[config.mk]
export PLATFORM = sky130hd
export DESIGN_NAME = reg_wb_arbiter
export DESIGN_NICKNAME = d
export VERILOG_FILES = /design/src/rtl/reg_wb_arbiter_pkg.sv /design/src/rtl/reg_wb_arbiter_rr_pick.sv /design/src/rtl/reg_wb_arbiter.sv
export SDC_FILE = /design/constraint.sdc
export NUM_CORES = 1
export LEC_CHECK = 0
export ABC_AREA = 1
export CAP_MARGIN = 20
export CORE_MARGIN = 4
export CORE_UTILIZATION = 38
export CTS_CLUSTER_SIZE = 12
export DETAILED_ROUTE_END_ITERATION = 8
export PLACE_DENSITY = 0.76
export SLEW_MARGIN = 10
export SYNTH_ARGS = -nofsm -noshare
export SYNTH_HDL_FRONTEND = slang
export SYNTH_HIERARCHICAL = 1
export SYNTH_SLANG_ARGS = --single-unit
[constraint.sdc]
create_clock -name clk -period 2.2 [get_ports clk]
set_clock_uncertainty 0.2 [all_clocks]
set_input_delay 0.33 -clock clk [delete_from_list [all_inputs] [get_ports clk]]
set_output_delay 0.33 -clock clk [all_outputs]
set_load 0.05 [all_outputs]
[src/rtl/reg_wb_arbiter_pkg.sv]
// Shared constants for the writeback arbiter: RegWrite encodings and the
// hard-wired zero register.
package reg_wb_arbiter_pkg;

  localparam logic [1:0] RW_NONE = 2'b00;  // no register-file write
  localparam logic [1:0] RW_NORM = 2'b01;  // plain write of writedata
  localparam logic [1:0] RW_LUI  = 2'b10;  // register file shifts data into the upper half
  localparam int         REG_ZERO = 0;

  // RegWrite code for an accepted request; writes to r0 are swallowed.
  function automatic logic [1:0] rw_code(input logic lui, input logic is_r0);
    if (is_r0) return RW_NONE;
    return lui ? RW_LUI : RW_NORM;
  endfunction

endpackage

[src/rtl/reg_wb_arbiter_rr_pick.sv]
// Round-robin priority picker: starting at ptr and wrapping, returns the
// first set bit of valid as a one-hot grant plus its index.
module rr_pick #(
  parameter int N  = 3,
  parameter int PW = (N > 1) ? $clog2(N) : 1
) (
  input  logic [N-1:0]  valid,
  input  logic [PW-1:0] ptr,
  output logic [N-1:0]  grant,
  output logic [PW-1:0] idx,
  output logic          any
);

  // Scan from the farthest candidate back to ptr so the nearest one wins.
  always_comb begin
    logic [PW-1:0] j;
    grant = '0;
    idx   = '0;
    any   = 1'b0;
    j     = '0;
    for (int k = N - 1; k >= 0; k--) begin
      j = PW'((int'(ptr) + k) % N);
      if (valid[j]) begin
        grant    = '0;
        grant[j] = 1'b1;
        idx      = j;
        any      = 1'b1;
      end
    end
  end

endmodule

[src/rtl/reg_wb_arbiter.sv]
// Writeback arbiter: shares the register file's single write port between
// NREQ requesters, registers the selected write, reports read hazards to
// decode and counts accepted requests.
//
// Handshake: a requester raises req_valid[i] with addr/data/lui stable and
// keeps them until it sees req_ready[i]=1 in the same cycle; the transfer
// happens at that posedge. req_ready is combinational, one-hot, never
// depends on ready from elsewhere, and is forced low by hold or reset.
module reg_wb_arbiter
  import reg_wb_arbiter_pkg::*;
#(
  parameter int NREQ = 3,
  parameter int AW   = 5,
  parameter int DW   = 32
) (
  input  logic              clk,
  input  logic              rst_n,
  input  logic [NREQ-1:0]   req_valid,
  input  logic [NREQ-1:0]   req_lui,
  input  logic [NREQ*AW-1:0] req_addr,
  input  logic [NREQ*DW-1:0] req_data,
  output logic [NREQ-1:0]   req_ready,
  input  logic              hold,
  output logic [1:0]        RegWrite,
  output logic [AW-1:0]     writeadd,
  output logic [DW-1:0]     writedata,
  input  logic [AW-1:0]     chk_addr1,
  input  logic [AW-1:0]     chk_addr2,
  output logic              hazard1,
  output logic              hazard2,
  output logic [15:0]       grant_cnt
);

  localparam int PW = $clog2(NREQ);

  logic [PW-1:0]   ptr;
  logic [PW-1:0]   ptr_nxt;
  logic [NREQ-1:0] elig;
  logic [NREQ-1:0] grant;
  logic [PW-1:0]   gidx;
  logic            gany;
  logic [AW-1:0]   g_addr;
  logic [DW-1:0]   g_data;
  logic            g_lui;

  // A frozen pipeline offers nothing to the picker.
  assign elig = hold ? '0 : req_valid;

  rr_pick #(.N(NREQ), .PW(PW)) u_pick (
    .valid (elig),
    .ptr   (ptr),
    .grant (grant),
    .idx   (gidx),
    .any   (gany)
  );

  // No handshake can complete while reset is asserted.
  assign req_ready = rst_n ? grant : '0;

  // Mux out the winner's payload and the pointer that follows it.
  always_comb begin
    g_addr  = req_addr[int'(gidx)*AW +: AW];
    g_data  = req_data[int'(gidx)*DW +: DW];
    g_lui   = req_lui[gidx];
    ptr_nxt = (int'(gidx) == NREQ - 1) ? '0 : gidx + 1'b1;
  end

  // Pending-write check: any valid requester, granted or not, targeting a
  // non-zero read address. The output register is excluded because the
  // register file commits it on the negedge before decode reads.
  always_comb begin
    hazard1 = 1'b0;
    hazard2 = 1'b0;
    for (int i = 0; i < NREQ; i++) begin
      if (req_valid[i] && chk_addr1 != AW'(REG_ZERO) && req_addr[i*AW +: AW] == chk_addr1)
        hazard1 = 1'b1;
      if (req_valid[i] && chk_addr2 != AW'(REG_ZERO) && req_addr[i*AW +: AW] == chk_addr2)
        hazard2 = 1'b1;
    end
  end

  // Output register and round-robin pointer, advanced only on a grant.
  always_ff @(posedge clk or negedge rst_n) begin
    if (!rst_n) begin
      RegWrite  <= RW_NONE;
      writeadd  <= '0;
      writedata <= '0;
      ptr       <= '0;
    end else if (gany) begin
      RegWrite  <= rw_code(g_lui, g_addr == AW'(REG_ZERO));
      writeadd  <= g_addr;
      writedata <= g_data;
      ptr       <= ptr_nxt;
    end else begin
      RegWrite  <= RW_NONE;
    end
  end

  // Saturating count of completed handshakes, r0 writes included.
  always_ff @(posedge clk or negedge rst_n) begin
    if (!rst_n)
      grant_cnt <= '0;
    else if (gany && grant_cnt != 16'hFFFF)
      grant_cnt <= grant_cnt + 16'd1;
  end

endmodule

== Yosys cells after proc, flatten, opt, wreduce, memory -nomap -nowiden ==
Index checks and enable logic that the tools add are counted.
Word-level totals
  flip-flop bits (word level): 57
  input port bits: 130
  output and inout bits: 60
  logic and storage cells: 87
Operators by class
  $add $sub $neg: 4
  multipliers: 1
  div/mod/pow operators: 3
  magnitude comparators: 7
  eq/ne operators: 8
  shift-type cells: 2
  mux-type cells: 38
  reduce and logical (&&, ||, !) cells: 19
Operators with widths (number)
  96-bit by 8-bit indexed part select with 32-bit output: 1
  32-bit by 3-bit remainder unit with 32-bit output (second input constant): 2
  3-bit by 3-bit remainder unit with 32-bit output (second input constant): 1
  5-bit == test: 6
  1-bit two-way mux: 18
  16-bit by 1-bit adder with 16-bit output (second input constant): 1
  1-bit logical AND: 16
  2-bit two-way mux: 8
  16-bit != test (second input constant): 1
  3-bit two-way mux: 5
  15-bit by 6-bit indexed part select with 5-bit output: 1
  2-bit by 3-bit < comparator with 1-bit output (second input constant): 4
  5-bit nonzero test: 2
  1-bit binary-select mux with 2-bit select: 4
  1-bit demux with 2-bit select: 3
  2-bit by 1-bit greater-or-equal comparator with 1-bit output (second input constant): 3
  5-bit zero test: 1
  2-bit by 3-bit multiplier with 5-bit output (second input constant): 1
  2-bit by 1-bit adder with 3-bit output (second input constant): 1
  2-bit by 2-bit adder with 3-bit output (second input constant): 1
  2-bit by 1-bit adder with 2-bit output (second input constant): 1
  2-bit == test (second input constant): 1

== Depth between registers and ports, before layout ==
  depth after elaboration: 14
  depth in mapped cells: 17
  mapped depth without buffers: 16

== By module ==
Netlist, hierarchy kept.
By module, submodules not included
  reg_wb_arbiter: instances 1, cells each 524, area an instance 3671.0 µm², seq. area each 1426.4 µm²
  rr_pick: instances 1, cells each 64, area an instance 329.1 µm², seq. area each 0.0 µm²

== Worst setup path after synthesis ==
OpenSTA, ideal clock, no wires.
  kind: register to register
  start point: register ptr[0]
  end point: register writedata[13]
  setup time: 88 ps
  arrival: 2107 ps
  required time: 1912 ps
  path slack: -195 ps
  stages on the path, launching flop included: 15
  buffers on the path: 3
  period minus slack after synthesis: 2395 ps
  cell sequence: dfrtp_1 -> inv_1 -> ha_1 -> inv_2 -> nand2_1 -> nand3_1 -> nand2_1 -> nand3_2 -> nand3_1 -> buf_2 -> nor2_1 -> buf_2 -> buf_2 -> nand2_1 -> a41oi_1
On the way
  longest elaborated chain between the ends: 8
  elaborated cells on any way between the ends: 18
  those cells by class: add/sub: 2; div: 3; shift: 1; mux: 12
Ends and longest elaborated chain
  from (decl): line reg_wb_arbiter.sv:36  | logic [PW-1:0] ptr;
  from (signal assigned): line reg_wb_arbiter.sv:93  | ptr <= ptr_nxt;
  2-bit by 2-bit adder with 3-bit output: line reg_wb_arbiter_rr_pick.sv:22  | j = PW'((int'(ptr) + k) % N);
  32-bit by 3-bit remainder unit with 32-bit output: line reg_wb_arbiter_rr_pick.sv:22
  1-bit binary-select mux with 2-bit select: line reg_wb_arbiter_rr_pick.sv:23  | if (valid[j]) begin
  1-bit two-way mux (implied by the code): line reg_wb_arbiter_rr_pick.sv:23
  2-bit two-way mux (2 in series): line reg_wb_arbiter_rr_pick.sv:23
  2-bit two-way mux (*): line reg_wb_arbiter_rr_pick.sv:23
  net gidx[0]: line reg_wb_arbiter.sv:40  | logic [PW-1:0] gidx;
  96-bit by 8-bit indexed part select with 32-bit output (*): line reg_wb_arbiter.sv:63  | g_data = req_data[int'(gidx)*DW +: DW];
  to (signal assigned): line reg_wb_arbiter.sv:92  | writedata <= g_data;
  to (decl): line reg_wb_arbiter.sv:26  | output logic [DW-1:0] writedata,
Mark *: on every way through the listed nets, which the timed path passes. The rest lies on a longest branch. The select of a mux whose other input is x is not followed.
A chain may end at the register's enable or synchronous reset.

== Worst setup path after layout ==
  start point: register ptr[1]
  end point: output req_ready[1]
On the way
  longest elaborated chain between the ends: 10
  elaborated cells on any way between the ends: 30
  those cells by class: add/sub: 2; div: 3; order compare: 6; mux: 16; reduce/logical: 3
Ends and longest elaborated chain
  2-bit by 2-bit adder with 3-bit output: line reg_wb_arbiter_rr_pick.sv:22
  32-bit by 3-bit remainder unit with 32-bit output: line reg_wb_arbiter_rr_pick.sv:22
  2-bit by 3-bit < comparator with 1-bit output (implied by the code) / 2-bit by 1-bit greater-or-equal comparator with 1-bit output (equally long branches): line reg_wb_arbiter_rr_pick.sv:25  | grant[j] = 1'b1;
  1-bit logical AND (implied by the code): line reg_wb_arbiter_rr_pick.sv:25
  1-bit two-way mux (implied by the code): line reg_wb_arbiter_rr_pick.sv:25
  1-bit demux with 2-bit select
  3-bit two-way mux (2 in series): line reg_wb_arbiter_rr_pick.sv:23
  3-bit two-way mux (*): line reg_wb_arbiter_rr_pick.sv:23
  net grant[1]: line reg_wb_arbiter.sv:39  | logic [NREQ-1:0] grant;
  3-bit two-way mux (*): line reg_wb_arbiter.sv:58  | assign req_ready = rst_n ? grant : '0;
  to (decl): line reg_wb_arbiter.sv:22  | output logic [NREQ-1:0] req_ready,
Marked as above.

==> reports/results.ini <==
[floorplan]
ios=190
die_h_um=111
die_x_um=111
die_area_sq_um=12200
initial_utilization_pct=38.9
core_sq_um=10300
fp-row-count=37

[run_status]
violations=setup timing
status=complete, but fails checks

[global_route]
grt_overflow=0
grt.total_usage_pct=21.8
grt_max_degree=58
grt_antenna_before_repair=0
first_global_vias=4821
grt_pass1_wl_um=22400

[finish]
diodes=0
multi_input_area_sq_um=2470
ff_latch_area_sq_um=1430
fill_cells=824
drive_gt1_share_pct=17.0
postLayoutCellArea_sq_um=7000
areaGrowthSynthToFinish_pct=75.0
num-nets-final=953

[drt]
routed_wl_um=14500
viasPerCell=5.17
wl_met1_um=5640
highest_layer=met4
final_antenna_net_count=0
route.detailed.drc=0
route.met3.wl_um=957
num_vias=4952
drt_iter0_markers=356
met2_length_um=7680
drt_pass1_iterations=7
wl_per_cell_um=15.1

[sta]
hold_violations=0
whs_ps=0.627
fin_crit_sh_pct=111
setup_violations=49
worst_slew_pin_slew_ps=732
relSlewSlack_pct=51.2
fin_ws_ps=-253
rsz0062_at_grt=yes
min_period_ps=2450
tns_ps=-5390
fmax_mhz=408
maxSlewViolCount=0

[clock_network]
numCtsBuffers=9
cts.sinks=57
cts_tree=built
htreeDepth=3
clk_latency_ps=320
cts_root_buffer=clkbuf_8
clkTransAtPathRegs_ps=70
cts_buffer_depth=2

[place]
dpl_cell_area_sq_um=6490
routabilityCongestion=0.912
io_buffers=189
dp.final_hpwl_um=10900

[yosys]
yosys.area.top_type=dfrtp_1
async_flop_share_pct=100
yosys_most_used_dff=dfrtp_1
synth_top_area_share_pct=35.7
netlist_top_cells_count=nand2_1, nand3_1, dfrtp_1
ys_ff_latch=57
synth_top_cells_by_area=dfrtp_1, nand2_1, nand3_1
post-synth-top-count-cell=nand2_1
syn_inst=588
syn_avg_cell_area_sq_um=6.80
netlist-cell-type-count=29
synth-edff-count=0
seq_area_frac_synth_pct=35.7
synthesis.area_sq_um=4000
syn_nets=723
yosysWarnings=6

[run]
drv_cap=0

[critical_path]
reg2reg_from=ptr[1]
worstSetupEndpointType=output pin
reg2reg_setup_slack_ps=-220
worstReg2RegEnd=RegWrite[1]
startpoint_type=register
r2r_cells=16
worstPathArrival_ps=1920
crit_fanout=7
worstPathRequired_ps=1670
criticalPathCategory=reg2out

[min_path]
hold_path_class=in2async

[power]
ir_worst_vdd_v=0.000943
total_power_uw=9690
leakagePower_uw=0.00322
p_per_area_nw_per_um2=1380

==> through the flow <==
step	util [%]	instances	setup WS, ps
final	68.1	958	-253
after global routing	68.1	958	-378
after CTS	66.2	953	-246
after detailed placement	63.1	934	-463
after global placement	63.1	934	-403
after floorplan	-	588	1.51
==> final cells by class <==
class                   instances  share of cell area (%)
repair buffers                245                    36.6
inverters                      40                    2.36
flip-flops and latches         57                    20.4
clock buffers                   9                    1.77
clock inverters                 6                    1.20
multi-input cells             465                    35.2
well taps                     136                    2.43
==> report_power, final <==
| group | leakage, uW | total [uW] | switching, uW | internal, uW |
|---|---|---|---|---|
| combinational | 0.00241 | 6820 | 4070 | 2750 |
| sequential | 0.000700 | 1830 | 313 | 1520 |
| clock | 0.000109 | 1040 | 412 | 627 |
==> registers in the layout, summed over array words and instances (netlist names) <==
| name | count |
|---|---|
| writedata | 32 |
| grant_cnt | 16 |
| writeadd | 5 |
| RegWrite | 2 |
| ptr | 2 |
==> per-layer routing <==
metal	up-vias	global-route usage [%]
met2	205	40.9
met1	2343	24.7
met3	21	4.88
met5	-	0
li1	2383	-
met4	0	5.83
==> how the worst max path moves through the flow <==
stage	startpoint	to	slack, ps	depth (start not counted)
finish	ptr[1]	req_ready[1]	-250	13
floorplan	ptr[0]	writedata[13]	2	13
global route	ptr[1]	req_ready[1]	-380	12
global placement	req_valid[2]	writedata[29]	-400	15
detailed placement	req_valid[1]	RegWrite[1]	-460	18
CTS	ptr[1]	req_ready[1]	-250	12
==> kinds of logic after synthesis <==
| group | Yosys count | share of synthesized area [%] |
|---|---|---|
| flip-flops | 57 | 35.7 |
| buffers and inverters | 66 | 7.04 |
| AO/OA/AOI/OAI | 62 | 9.92 |
| adder cells (fa/ha/maj) | 5 | 1.56 |
| AND/OR/NAND/NOR | 371 | 39.9 |
| XOR/XNOR | 27 | 5.91 |
==> what timing repair did <==
action / in CTS / in global routing
resized for setup: 29 / 41
hold buffers: 0 / 0
pin swaps: 12 / 8
cloned: 0 / 1
setup buffers: 4 / 4
setup endpoints to repair: 43 / 63
==> cell usage in the layout (no fill, tap or decap), drive strengths merged <==
master / n
inv: 40
and2: 1
nand4: 8
nand3: 65
dlymetal6s2s: 18
nor2: 55
xnor2: 26
a41oi: 23
clkinv: 4
dfrtp: 57
clkdlybuf4s50: 160
bufinv: 2
ha: 5
xor2: 1
buf: 62
nor3: 4
nand3b: 7
or2: 1
o21ai: 19
a21oi: 20
nand2: 230
clkbuf: 10
dlygate4sd2: 4
==> critical path: stages, from the launching register on <==
cell and delay [ps]:
dfrtp_2 450, inv_2 100, ha_4 210, inv_4 60, nand2_2 50, nand3_2 80
nand2_4 100, buf_6 130, inv_4 40, nand2_2 50, nand3_2 70, nand2_2 60
inv_2 40, buf_12 130
Power figures use the tool's default switching activity.
